File: src/rtl/dmem_circ_reader.sv
// dmem_circ_reader: circular-buffer read stream engine feeding the DSP datapath.
// Define DMEM_RD_REVERSE_EN to add the `reverse` input for backward stepping.
module dmem_circ_reader #(
  parameter int DATA_WIDTH = 32,
  parameter int ADDR_WIDTH = 10,
  parameter int CNT_WIDTH  = 16
) (
  input  logic                  clk,
  input  logic                  rst_n,
  input  logic                  start,
  input  logic [ADDR_WIDTH-1:0] base_addr,
  input  logic [ADDR_WIDTH-1:0] buf_len,
  input  logic [ADDR_WIDTH-1:0] start_off,
  input  logic [ADDR_WIDTH-1:0] stride,
  input  logic [CNT_WIDTH-1:0]  count,
`ifdef DMEM_RD_REVERSE_EN
  input  logic                  reverse,
`endif
  output logic                  busy,
  output logic                  done,
  output logic [ADDR_WIDTH-1:0] mem_addr,
  output logic                  mem_en,
  input  logic [DATA_WIDTH-1:0] mem_rdata,
  output logic                  out_valid,
  input  logic                  out_ready,
  output logic [DATA_WIDTH-1:0] out_data,
  output logic                  out_last
);

  localparam logic [1:0] S_IDLE  = 2'd0;
  localparam logic [1:0] S_RUN   = 2'd1;
  localparam logic [1:0] S_DRAIN = 2'd2;
  localparam logic [1:0] S_FIN   = 2'd3;

  logic [1:0]            state;
  logic [ADDR_WIDTH-1:0] base_q;
  logic [ADDR_WIDTH-1:0] len_q;
  logic [ADDR_WIDTH-1:0] stride_q;
  logic [ADDR_WIDTH-1:0] off;
  logic [CNT_WIDTH-1:0]  cnt_q;
  logic [CNT_WIDTH-1:0]  issued;
  logic [CNT_WIDTH-1:0]  emitted;
  logic                  rvalid;

  logic [DATA_WIDTH-1:0] fifo_mem [2];
  logic                  wp;
  logic                  rp;
  logic [1:0]            fcnt;

  logic                  idle;
  logic [ADDR_WIDTH-1:0] c_base;
  logic [ADDR_WIDTH-1:0] c_len;
  logic [ADDR_WIDTH-1:0] c_stride;
  logic [ADDR_WIDTH-1:0] c_off;
  logic [ADDR_WIDTH:0]   fwd_sum;
  logic [ADDR_WIDTH-1:0] fwd_next;
  logic [ADDR_WIDTH-1:0] step;
  logic [2:0]            occ;
  logic                  room;
  logic                  issue;
  logic                  fifo_empty;
  logic                  pop;
  logic                  pop_f;
  logic                  push;

  // In IDLE the first read is issued straight from the command inputs.
  assign idle     = (state == S_IDLE);
  assign c_base   = idle ? base_addr : base_q;
  assign c_len    = idle ? buf_len   : len_q;
  assign c_stride = idle ? stride    : stride_q;
  assign c_off    = idle ? start_off : off;

  assign fwd_sum  = {1'b0, c_off} + {1'b0, c_stride};
  assign fwd_next = ADDR_WIDTH'((fwd_sum >= {1'b0, c_len}) ?
                                fwd_sum - {1'b0, c_len} : fwd_sum);

`ifdef DMEM_RD_REVERSE_EN
  logic                  rev_q;
  logic                  c_rev;
  logic [ADDR_WIDTH-1:0] bwd_next;

  assign c_rev    = idle ? reverse : rev_q;
  assign bwd_next = (c_off < c_stride) ?
    ADDR_WIDTH'({1'b0, c_off} + {1'b0, c_len} - {1'b0, c_stride}) :
    c_off - c_stride;
  assign step     = c_rev ? bwd_next : fwd_next;

  always_ff @(posedge clk) begin
    if (!rst_n) begin
      rev_q <= 1'b0;
    end else if (idle && start) begin
      rev_q <= reverse;
    end
  end
`else
  assign step = fwd_next;
`endif

  assign fifo_empty = (fcnt == 2'd0);
  assign out_valid  = !fifo_empty || rvalid;
  assign out_data   = !fifo_empty ? fifo_mem[rp] :
                      (rvalid ? mem_rdata : '0);
  assign out_last   = out_valid && (emitted == cnt_q - CNT_WIDTH'(1));
  assign pop        = out_valid && out_ready;
  assign pop_f      = pop && !fifo_empty;
  assign push       = rvalid && !(fifo_empty && pop);

  // Words held or heading for the FIFO after this edge must fit in 2 slots.
  assign occ   = {1'b0, fcnt} + {2'b0, rvalid} + {2'b0, mem_en};
  assign room  = occ < (3'd2 + {2'b0, pop});
  assign issue = idle ? (start && (count != '0)) :
                 ((state == S_RUN) && (issued != cnt_q) && room);

  assign busy = !idle;
  assign done = (state == S_FIN);

  always_ff @(posedge clk) begin
    if (!rst_n) begin
      state    <= S_IDLE;
      base_q   <= '0;
      len_q    <= '0;
      stride_q <= '0;
      off      <= '0;
      cnt_q    <= '0;
      issued   <= '0;
      emitted  <= '0;
      mem_addr <= '0;
      mem_en   <= 1'b0;
      rvalid   <= 1'b0;
    end else begin
      mem_en <= issue;
      rvalid <= mem_en;
      if (issue) begin
        mem_addr <= c_base + c_off;
        off      <= step;
      end
      if (pop) begin
        emitted <= emitted + CNT_WIDTH'(1);
      end
      unique case (state)
        S_IDLE: begin
          if (start) begin
            base_q   <= base_addr;
            len_q    <= buf_len;
            stride_q <= stride;
            cnt_q    <= count;
            issued   <= CNT_WIDTH'(issue);
            emitted  <= '0;
            state    <= (count == '0) ? S_FIN : S_RUN;
          end
        end
        S_RUN: begin
          if (issue) begin
            issued <= issued + CNT_WIDTH'(1);
          end
          if (issued == cnt_q) begin
            state <= S_DRAIN;
          end
        end
        S_DRAIN: begin
          if ((pop && out_last) || (emitted == cnt_q)) begin
            state <= S_FIN;
          end
        end
        S_FIN: begin
          state <= S_IDLE;
        end
        default: begin
          state <= S_IDLE;
        end
      endcase
    end
  end

  always_ff @(posedge clk) begin
    if (!rst_n) begin
      wp   <= 1'b0;
      rp   <= 1'b0;
      fcnt <= 2'd0;
    end else begin
      if (push) begin
        wp <= ~wp;
      end
      if (pop_f) begin
        rp <= ~rp;
      end
      fcnt <= fcnt + {1'b0, push} - {1'b0, pop_f};
    end
  end

  always_ff @(posedge clk) begin
    if (push) begin
      fifo_mem[wp] <= mem_rdata;
    end
  end

endmodule
File: config.mk
export PLATFORM = sky130hd
export DESIGN_NAME = dmem_circ_reader
export DESIGN_NICKNAME = d
export VERILOG_FILES = /design/src/rtl/dmem_circ_reader.sv
export SDC_FILE = /design/constraint.sdc
export NUM_CORES = 1
export LEC_CHECK = 0
export BUFFER_PORTS_ARGS = -buffer_cell sky130_fd_sc_hd__buf_4
export CELL_PAD_IN_SITES_DETAIL_PLACEMENT = 0
export CELL_PAD_IN_SITES_GLOBAL_PLACEMENT = 1
export CORE_UTILIZATION = 46
export CTS_BUF_LIST = sky130_fd_sc_hd__clkbuf_4
export DETAILED_ROUTE_END_ITERATION = 7
export GPL_TIMING_DRIVEN = 0
export HOLD_SLACK_MARGIN = 0.1
export PLACE_DENSITY = 0.88
export SYNTH_ARGS = -nofsm -noshare
export SYNTH_HDL_FRONTEND = slang
export SYNTH_SLANG_ARGS = --single-unit
File: constraint.sdc
create_clock -name clk -period 5.62 [get_ports clk]
set_input_delay 0.843 -clock clk [delete_from_list [all_inputs] [get_ports clk]]
set_output_delay 0.843 -clock clk [all_outputs]
set_load 0.01 [all_outputs]
==> summary.md, run 1 <==
| Metric | Value |
|---|---|
| Outcome | `finished, final reports clean` |
| Fillers | `roughly 1900` |
| Die area | `between 0.02 and 0.025 mm²` |
| Final worst path period need | `5.283 ns` |
| Crit path DAT | `5.78 ns` |
| Critical Path Slowest Stage Cell | `mux2_2` |
| Setup crit start kind | `register` |
| DP Wirelength | `20030 µm` |
| Detailed Route WL | `26150 µm` |
| Routed wl met2 | `12460 µm` |
| Final Cycle Share | `around 94%` |
| GP Congestion | `0.9363` |
| Boundary Pins | `139` |
| PortBufs | `138` |
| Via-to-Cell Ratio | `5.586` |
| Avg Cell Area, Syn | `a little over 9 µm²` |
| Worst rel slew slack | `39.44%` |
| Post-DRT Antenna Nets | `0` |
| Largest cells by area after synthesis | `dfxtp_1, edfxtp_1, nand2_1` |
| Largest net degree at the start of global routing | `33` |
| Util after Layout | `55.45%` |
| Worst path bufs/invs | `5` |
| Final hold vios | `0` |
| Number of global-route vias before repair | `7960` |
| Total GRT Usage | `24.06%` |
| Layout cells sized above 1 | `19.52%` |
| M1 WL | `11980 µm` |
| CTS Buf Count | `17` |
| P&R area growth vs syn | `17.88%` |
| CTS sink cnt | `171` |
| Primary FF master, synth | `dfxtp_1` |
| CTS tree | `built` |
| Drt first pass iters | `5` |
| Synth cell count leaders | `nand2_1, dfxtp_1, a21oi_1` |
| Top-count cell post-synth | `nand2_1` |
| Max Freq | `189.3 MHz` |
| Worst Hold Class | `in -> reg` |
| Crit-path cells | `inv_1 -> ha_1 -> clkbuf_4 -> clkbuf_4 -> clkbuf_4 -> mux2_2 -> ha_1 -> a221oi_1 -> nor3_1 -> or2_2 -> a2111oi_1 -> nor3_1 -> ha_1 -> nor3_1 -> nor2_1 -> nand3_1 -> a31o_2 -> clkbuf_2 -> a31oi_1 -> a21oi_1` |
| RSZ-0062 raised after global routing | `false` |
| Post-synthesis register bit count | `171` |
| CP max stage delay | `0.42 ns` |
| Area leader, netlist | `dfxtp_1` |
| Total power | `5882 µW` |
| EDFF count, synth | `64` |
| Final #Nets | `around 1400` |
| CP max FO | `10` |
| CP startpoint | `state[0]$_SDFFE_PN0P_` |
| Wire per inst | `17.07 µm` |
| Multi-input gate area | `around 0.0054 mm²` |
| Row cnt | `between 50 and 60` |
| Max cap viols | `0` |
| WS Path Type | `reg -> reg` |
| Worst Tran Pin Value | `~0.91 ns` |
| Area share of the largest cell type after synthesis | `21.66%` |
| Async set-reset flop share out of synthesis | `0%` |
| Family with the most delay on the worst path | `compound AO/OA/AOI/OAI gates` |
| Initial cell density of the core | `47.04%` |
| Mapped Area | `0.009888 mm²` |
| Core area | `0.02102 mm²` |
| Antenna violations before repair | `1` |
| YS warnings | `0` |
| Skew-Pair Late Insertion Delay | `approximately 0.6 ns` |
| Fin Setup TNS | `0 ns` |
| Pwr dens | `slightly above 500 mW/mm²` |
| Yosys cell types | `76` |
| Layout Skew | `roughly 0.018 ns` |
| R2R Path Start | `state[0]$_SDFFE_PN0P_` |
| Detailed-route DRC error count | `0` |
| Synth Net Count | `1216` |
| Chip height | `148.6 µm` |
| H-Tree Depth | `4` |
| Required @ worst endpoint | `about 6.1 ns` |
| Max rail drop VDD | `496.2 µV` |
| Uppermost routed layer | `met4` |
| Fin. max-slew vios | `0` |
| Hold Path Origin | `mem_rdata[2]` |
| First-pass GRT wire length | `41290 µm` |
| Cts hold-fix bufs | `0` |
| DRT iter0 DRCs | `509` |
| Leak | `0.004620 µW` |
| GRT overflow | `0` |
| FF/Latch Area | `0.004064 mm²` |
| Synth Instances | `1084` |
| Die width | `148.6 µm` |
| Critical path capture point type | `register` |
| Via count | `8558` |
| Register area share after synthesis | `41.10%` |
| Maximum clock path buffer count | `2` |
| Clk pin slew, worst setup/hold paths | `0.18 ns` |
| Count of final setup violators | `0` |
| Routed wl met3 | `roughly 1300 µm` |
| Hold_ws | `0.4183 ns` |
| Clock root cell | `clkbuf_4` |
## per-stage QoR
stage               std cells  setup slack, ns  instance area (µm²)
global placement         1497          -0.4245                11270
CTS                      1529          0.03546                11620
detailed placement       1497          -0.4127                11280
finish                   1532           0.3370                11660
global route             1531         0.002775                11650
floorplan                1084           0.6461                 9888
## layout by cell type, fill, tap and decap left out, drive strengths merged, types with 28 or more instances in the layout
master / n
xor2: 54
nor2: 60
mux2i: 50
a21oi: 82
edfxtp: 64
clkbuf: 60
nand3: 58
o21ai: 68
nand2: 146
inv: 33
buf: 160
xnor2: 36
ha: 36
mux2: 28
dfxtp: 107
## per-layer routing
metal / global-route usage (%) / up-vias
met4: 5.567 / 0
met2: 40.19 / 231
met5: 0 / -
li1: - / 4235
met3: 3.620 / 26
met1: 32.63 / 4066
## power breakdown
group / total [µW] / switching, µW / internal (µW)
logic: 3570 / 2080 / 1480
registers: 1530 / 95.0 / 1430
clock network: 785 / 526 / 259
## flip-flops by register name, indices dropped and copies added (netlist names), 2 cells and up, named ones only
| register | flops |
|---|---|
| stride_q | 10 |
| len_q | 10 |
| fifo_mem | 64 |
| emitted | 16 |
| fcnt | 2 |
| off | 10 |
| cnt_q | 16 |
| issued | 16 |
| base_q | 10 |
| state | 2 |
| mem_addr | 10 |
## cells by family (layout without fill, tap and decap cells)
logic type | after synthesis | after routing | share of synthesized area, %
compound gates | 222 | 222 | 13.51
buf+inv | 91 | 262 | 4.416
xor+xnor | 90 | 90 | 7.972
fa+ha+maj | 41 | 41 | 5.466
flops | 171 | 171 | 41.10
other cells | 0 | 2 | 0
simple gates | 391 | 391 | 19.28
mux | 78 | 78 | 8.250
## area by class of cell
class                           count  share of cell area, %
Clock buffer                       17                  1.095
Sequential cell                   171                  34.86
Buffer                             64                  2.984
Antenna cell                        2                0.04294
Tap cell                          275                  2.952
Clock inverter                     15                  1.739
Inverter                           26                 0.8373
Timing Repair Buffer              140                  9.017
Multi-Input combinational cell    822                  46.47
## final timing paths
kind                               to  slack [ns]  cells past startpoint
max               off[9]$_SDFFE_PN0P_        0.34                     20
min          fifo_mem[0][2]$_DFFE_PP_        0.42                      1
max reg2reg       off[9]$_SDFFE_PN0P_        0.34                     20
min reg2reg  mem_addr[5]$_SDFFE_PN0P_        0.46                      2
## worst register-to-register path, cell delays in order (launching register included)
cell and delay (ns):
dfxtp_1 0.36, inv_1 0.12, ha_1 0.25, clkbuf_4 0.24
clkbuf_4 0.27, clkbuf_4 0.29, mux2_2 0.42, ha_1 0.32
a221oi_1 0.27, nor3_1 0.12, or2_2 0.33, a2111oi_1 0.42
nor3_1 0.18, ha_1 0.40, nor3_1 0.07, nor2_1 0.24
nand3_1 0.16, a31o_2 0.25, clkbuf_2 0.20, a31oi_1 0.20
a21oi_1 0.08
## what timing repair did
item | 4_1_cts | 5_1_grt
hold endpoints to repair | 0 | 0
resized for setup | 3 | 9
endpoints found under the setup margin | 10 | 10
gates cloned | 0 | 0
pin swaps | 0 | 1
setup buffers | 0 | 2
Note: power is estimated with default switching activity, not from simulation.
==> inputs of run 2 (changes only) <==
--- a/config.mk
+++ b/config.mk
@@ -14,6 +14,7 @@
 export GPL_TIMING_DRIVEN = 0
 export HOLD_SLACK_MARGIN = 0.1
 export PLACE_DENSITY = 0.88
+export REMOVE_ABC_BUFFERS = 1
 export SYNTH_ARGS = -nofsm -noshare
 export SYNTH_HDL_FRONTEND = slang
 export SYNTH_SLANG_ARGS = --single-unit
==> summary.md, run 2 (synthesized netlist as in run 1, its figures left out) <==
| Metric | Value |
|---|---|
| Fin. max-slew vios | `0` |
| Worst Hold Class | `in -> reg` |
| Die area | `0.02209 mm²` |
| CTS tree | `built` |
| Max cap viols | `0` |
| Max Freq | `194.2 MHz` |
| RSZ-0062 raised after global routing | `false` |
| Via-to-Cell Ratio | `5.572` |
| Maximum clock path buffer count | `2` |
| Count of final setup violators | `0` |
| Cts hold-fix bufs | `0` |
| Required @ worst endpoint | `between 6 and 7 ns` |
| Layout Skew | `roughly 0.024 ns` |
| Final #Nets | `1316` |
| DP Wirelength | `between 15000 and 20000 µm` |
| DRT iter0 DRCs | `~390` |
| Most common cell after layout, fill and taps aside | `nand2_1` |
| Setup crit start kind | `register` |
| P&R area growth vs syn | `16.27%` |
| Cts repair resizes | `0` |
| H-Tree Depth | `4` |
| Setup bufs post-CTS | `0` |
| Detailed-route DRC error count | `0` |
| Chip height | `148.6 µm` |
| Max rail drop VDD | `roughly 400 µV` |
| Via count | `8208` |
| Number of global-route vias before repair | `around 7700` |
| Register bank with the most flops | `fifo_mem` |
| Row cnt | `53` |
| Critical path capture point type | `register` |
| Skew-Pair Late Insertion Delay | `0.59 ns` |
| Outcome | `finished, final reports clean` |
| Clock root cell | `clkbuf_4` |
| First-pass GRT wire length | `38540 µm` |
| Crit path DAT | `5.65 ns` |
| Worst Tran Pin Value | `1.376 ns` |
| Max FFs per register | `64` |
| Most frequent cells in the layout | `nand2_1, buf_4, dfxtp_1, a21oi_1, o21ai_0` |
| CTS Buf Count | `17` |
| Detailed Route WL | `23960 µm` |
| Final Cycle Share | `91.62%` |
| Antenna violations before repair | `1` |
| Layout cells sized above 1 | `19.88%` |
| PortBufs | `138` |
| Initial cell density of the core | `47.04%` |
| Final worst path period need | `5.149 ns` |
| CTS sink cnt | `171` |
| Largest net degree at the start of global routing | `47` |
| Wire per inst | `about 16 µm` |
| Worst rel slew slack | `8.132%` |
| Clk pin slew, worst setup/hold paths | `about 0.19 ns` |
| Util after Layout | `54.69%` |
| WS Path Type | `reg -> reg` |
| GP Congestion | `0.8517` |
| GRT overflow | `0` |
| Leak | `about 0.0045 µW` |
| Total GRT Usage | `between 20% and 30%` |
| CP max FO | `18` |
| Pwr dens | `slightly below 500 mW/mm²` |
| Core area | `0.02102 mm²` |
| Post-DRT Antenna Nets | `0` |
| Final hold vios | `0` |
| Drt first pass iters | `6` |
| Hold_ws | `0.4324 ns` |
| Boundary Pins | `139` |
| Die width | `148.6 µm` |
-- run 2: where the power goes --
part | internal, µW | switching [µW] | total (µW)
registers | 1430 | 148 | 1580
clock network | 223 | 535 | 758
logic | 1430 | 1900 | 3330
total | 3090 | 2580 | 5670
-- run 2: per-layer routing --
| layer | routed length [µm] | global-route usage [%] | vias to the layer above |
|---|---|---|---|
| met5 | 0 | 0 | - |
| met4 | 241 | 5.567 | 0 |
| met3 | 1082 | 3.528 | 23 |
| met2 | 12060 | 38.53 | 173 |
| met1 | 10570 | 27.62 | 3907 |
| li1 | - | - | 4105 |
-- run 2: area by class of cell --
class / count / area (µm²)
Antenna cell: 1 / 2.502
Clock buffer: 17 / 127.6
Clock inverter: 15 / 201.4
Fill cell: 1937 / 9524
Inverter: 26 / 98.84
Multi-Input combinational cell: 822 / 5431
Sequential cell: 171 / 4065
Tap cell: 275 / 344.1
Timing Repair Buffer: 146 / 1226
-- run 2: worst max-delay path: stages, from the launching register on --
cell and delay (ns):
dfxtp_1 0.36, inv_1 0.11, ha_2 0.52, mux2_2 0.41
ha_1 0.40, o21a_1 0.21, o21ai_0 0.37, nor3_1 0.09
a2111oi_0 0.43, o311ai_0 0.35, ha_1 0.31, a211o_1 0.28
a41oi_1 0.83, a21oi_1 0.16, o31ai_1 0.23
-- run 2: path summary, 6_finish.rpt --
check | depth (start not counted) | startpoint | slack (ns) | endpoint
worst max-delay path | 14 | state[0]$_SDFFE_PN0P_ | 0.47 | off[2]$_SDFFE_PN0P_
worst max register to register | 14 | state[0]$_SDFFE_PN0P_ | 0.47 | off[2]$_SDFFE_PN0P_
worst min-delay path | 1 | mem_rdata[11] | 0.43 | fifo_mem[1][11]$_DFFE_PP_
worst min register to register | 2 | mem_addr[1]$_SDFFE_PN0P_ | 0.46 | mem_addr[1]$_SDFFE_PN0P_
-- run 2: stage by stage --
stage / TNS (ns) / setup WS [ns] / power [µW] / instance area [µm²] / instances
2_1_floorplan: 0 / 0.4976 / 3994 / 9549 / 1019
3_3_place_gp: -12.11 / -0.7136 / 4818 / 10930 / 1432
3_5_place_dp: 0 / 0.4433 / 4916 / 11150 / 1440
4_1_cts: 0 / 0.4094 / 5679 / 11480 / 1472
5_1_grt: 0 / 0.08770 / 6141 / 11500 / 1473
6_report: 0 / 0.4710 / 5673 / 11500 / 1473
==> inputs of run 3 (changes only) <==
--- a/config.mk
+++ b/config.mk
@@ -10,8 +10,8 @@
 export CELL_PAD_IN_SITES_GLOBAL_PLACEMENT = 1
 export CORE_UTILIZATION = 46
 export CTS_BUF_LIST = sky130_fd_sc_hd__clkbuf_4
+export CTS_CLUSTER_DIAMETER = 40
 export DETAILED_ROUTE_END_ITERATION = 7
-export GPL_TIMING_DRIVEN = 0
 export HOLD_SLACK_MARGIN = 0.1
 export PLACE_DENSITY = 0.88
 export REMOVE_ABC_BUFFERS = 1
==> summary.md, run 3 (synthesized netlist as in run 1, its figures left out) <==
| Metric | Value |
|---|---|
| Wire per inst | `16.29 µm` |
| Outcome | `finished, final reports clean` |
| Largest net degree at the start of global routing | `67` |
| Detailed Route WL | `24050 µm` |
| Final worst path period need | `4.844 ns` |
| CTS Buf Count | `17` |
| P&R area growth vs syn | `14.94%` |
| Final Cycle Share | `86.20%` |
| Net switching power | `2558 µW` |
| First-pass GRT wire length | `a little under 40000 µm` |
| Sequential share of power | `28.6%` |
| Max rail drop VDD | `343.6 µV` |
| Critical path capture point type | `register` |
| Final #Nets | `1320` |
| Worst rel slew slack | `33.63%` |
| CTS sink cnt | `171` |
| Most frequent cells in the layout | `buf_4, nand2_1, dfxtp_1, a21oi_1, o21ai_0` |
| Setup crit start kind | `register` |
| Crit path DAT | `approximately 5.4 ns` |
| Multi-input gate area | `~0.0054 mm²` |
| Comb pwr share | `57.8%` |
| Total power | `5613 µW` |
| Fin. max-slew vios | `0` |
| Clk pin slew, worst setup/hold paths | `0.18 ns` |
| Boundary Pins | `139` |
| FF/Latch Area | `0.004065 mm²` |
| Required @ worst endpoint | `between 6 and 7 ns` |
| H-Tree Depth | `4` |
| Core area | `0.02102 mm²` |
| Fillers | `2013` |
| Skew-Pair Late Insertion Delay | `0.59 ns` |
| Pwr dens | `493.8 mW/mm²` |
| Count of final setup violators | `0` |
| GRT overflow | `0` |
| Chip height | `148.6 µm` |
| Total GRT Usage | `22.21%` |
| Cts hold-fix bufs | `0` |
| WS Path Type | `reg -> reg` |
| Layout cells sized above 1 | `19.82%` |
| Clock root cell | `clkbuf_4` |
| GP Congestion | `0.9124` |
| Switching share of total power | `45.57%` |
| Final hold vios | `0` |
| Clock share of power | `a little over an eighth` |
| Setup bufs post-CTS | `0` |
| Fin Setup TNS | `0 ns` |
| Pint | `3055 µW` |
| CP max FO | `41` |
| Most common cell after layout, fill and taps aside | `buf_4` |
| Cts repair resizes | `0` |
| FF-to-FF setup slack | `0.78 ns` |
| Worst Hold Class | `in -> reg` |
| Detailed-route DRC error count | `0` |
| Register bank with the most flops | `fifo_mem` |
| Max Freq | `between 200 and 250 MHz` |
| Leak | `0.004504 µW` |
| DP Wirelength | `17450 µm` |
| Maximum clock path buffer count | `2` |
| Antenna violations before repair | `1` |
| Row cnt | `53` |
| Die area | `approximately 0.022 mm²` |
| Die width | `148.6 µm` |
| Number of global-route vias before repair | `slightly below 8000` |
| Initial cell density of the core | `47.04%` |
| Drt first pass iters | `5` |
| RSZ-0062 raised after global routing | `false` |
| Worst Tran Pin Value | `0.9955 ns` |
| Via count | `8167` |
| Post-DRT Antenna Nets | `0` |
| Max cap viols | `0` |
| PortBufs | `between 100 and 150` |
| Max FFs per register | `64` |
| Via-to-Cell Ratio | `5.529` |
| CTS tree | `built` |
| Layout Skew | `0.02313 ns` |
| DRT iter0 DRCs | `468` |
## run 3: cell types whose count changed in the layout (fill, tap and decap cells not counted), moves of 2 or more
| cell | previous run | this run |
|---|---|---|
| buf_16 | 4 | 0 |
| nor2_2 | 0 | 2 |
| buf_12 | 4 | 0 |
| inv_6 | 1 | 3 |
| nor2_4 | 3 | 1 |
| buf_4 | 138 | 150 |
## run 3: path summary, 6_finish.rpt
kind | start | endpoint | cells after the start
setup / recovery | state[0]$_SDFFE_PN0P_ | off[6]$_SDFFE_PN0P_ | 15
hold / removal | mem_rdata[15] | fifo_mem[1][15]$_DFFE_PP_ | 1
hold reg to reg | len_q[4]$_SDFFE_PN0P_ | len_q[4]$_SDFFE_PN0P_ | 2
setup reg to reg | state[0]$_SDFFE_PN0P_ | off[6]$_SDFFE_PN0P_ | 15
## run 3: area by class of cell
| type | count | share of cell area, % |
|---|---|---|
| Clock inverter | 15 | 1.750 |
| Timing Repair Buffer | 150 | 9.908 |
| Tap cell | 275 | 3.027 |
| Clock buffer | 17 | 1.123 |
| Antenna cell | 1 | 0.02202 |
| Sequential cell | 171 | 35.77 |
| Inverter | 26 | 0.8587 |
| Multi-Input combinational cell | 822 | 47.55 |
## run 3: worst max-delay path: stages (launching register included)
cell and delay [ns]:
dfxtp_1 0.36, inv_1 0.11, ha_2 0.33, buf_4 0.54, mux2_2 0.42, ha_1 0.39, o21a_1 0.21, o21ai_0 0.31
nor3_1 0.08, a2111oi_0 0.38, o311ai_0 0.26, ha_1 0.41, o21ai_0 0.12, a31oi_1 0.49, o21ai_0 0.16, a31oi_1 0.18
## run 3: layer usage
| layer | share of wire (%) | global-route usage, % | up-vias |
|---|---|---|---|
| li1 | - | - | 4110 |
| met1 | 46 | 29.39 | 3830 |
| met2 | 48 | 36.64 | 195 |
| met3 | 4.7 | 4.356 | 32 |
| met4 | 1.8 | 6.443 | 0 |
| met5 | 0 | 0 | - |
## run 3: through the flow
stage / cells / hold slack (ns) / util (%) / worst slack [ns] / area, µm²
4_1_cts: 1476 / 0.3843 / 54.06 / 0.7999 / 11360
5_1_grt: 1477 / 0.3601 / 54.07 / 0.2347 / 11370
3_3_place_gp: 1444 / 0.4386 / 52.50 / 0.9580 / 11040
2_1_floorplan: 1019 / 0.4338 / - / 0.4976 / 9549
6_report: 1477 / 0.4339 / 54.07 / 0.7756 / 11370
3_5_place_dp: 1444 / 0.4461 / 52.50 / 0.8382 / 11040
## run 3: power groups by stage
stage,clock network [µW],registers (µW),logic [µW]
final,766,1600,3240
after global routing,836,1620,3630
after global placement,0,1630,3190
after CTS,789,1600,3230
after detailed placement,0,1630,3210
after floorplan,0,1590,2400
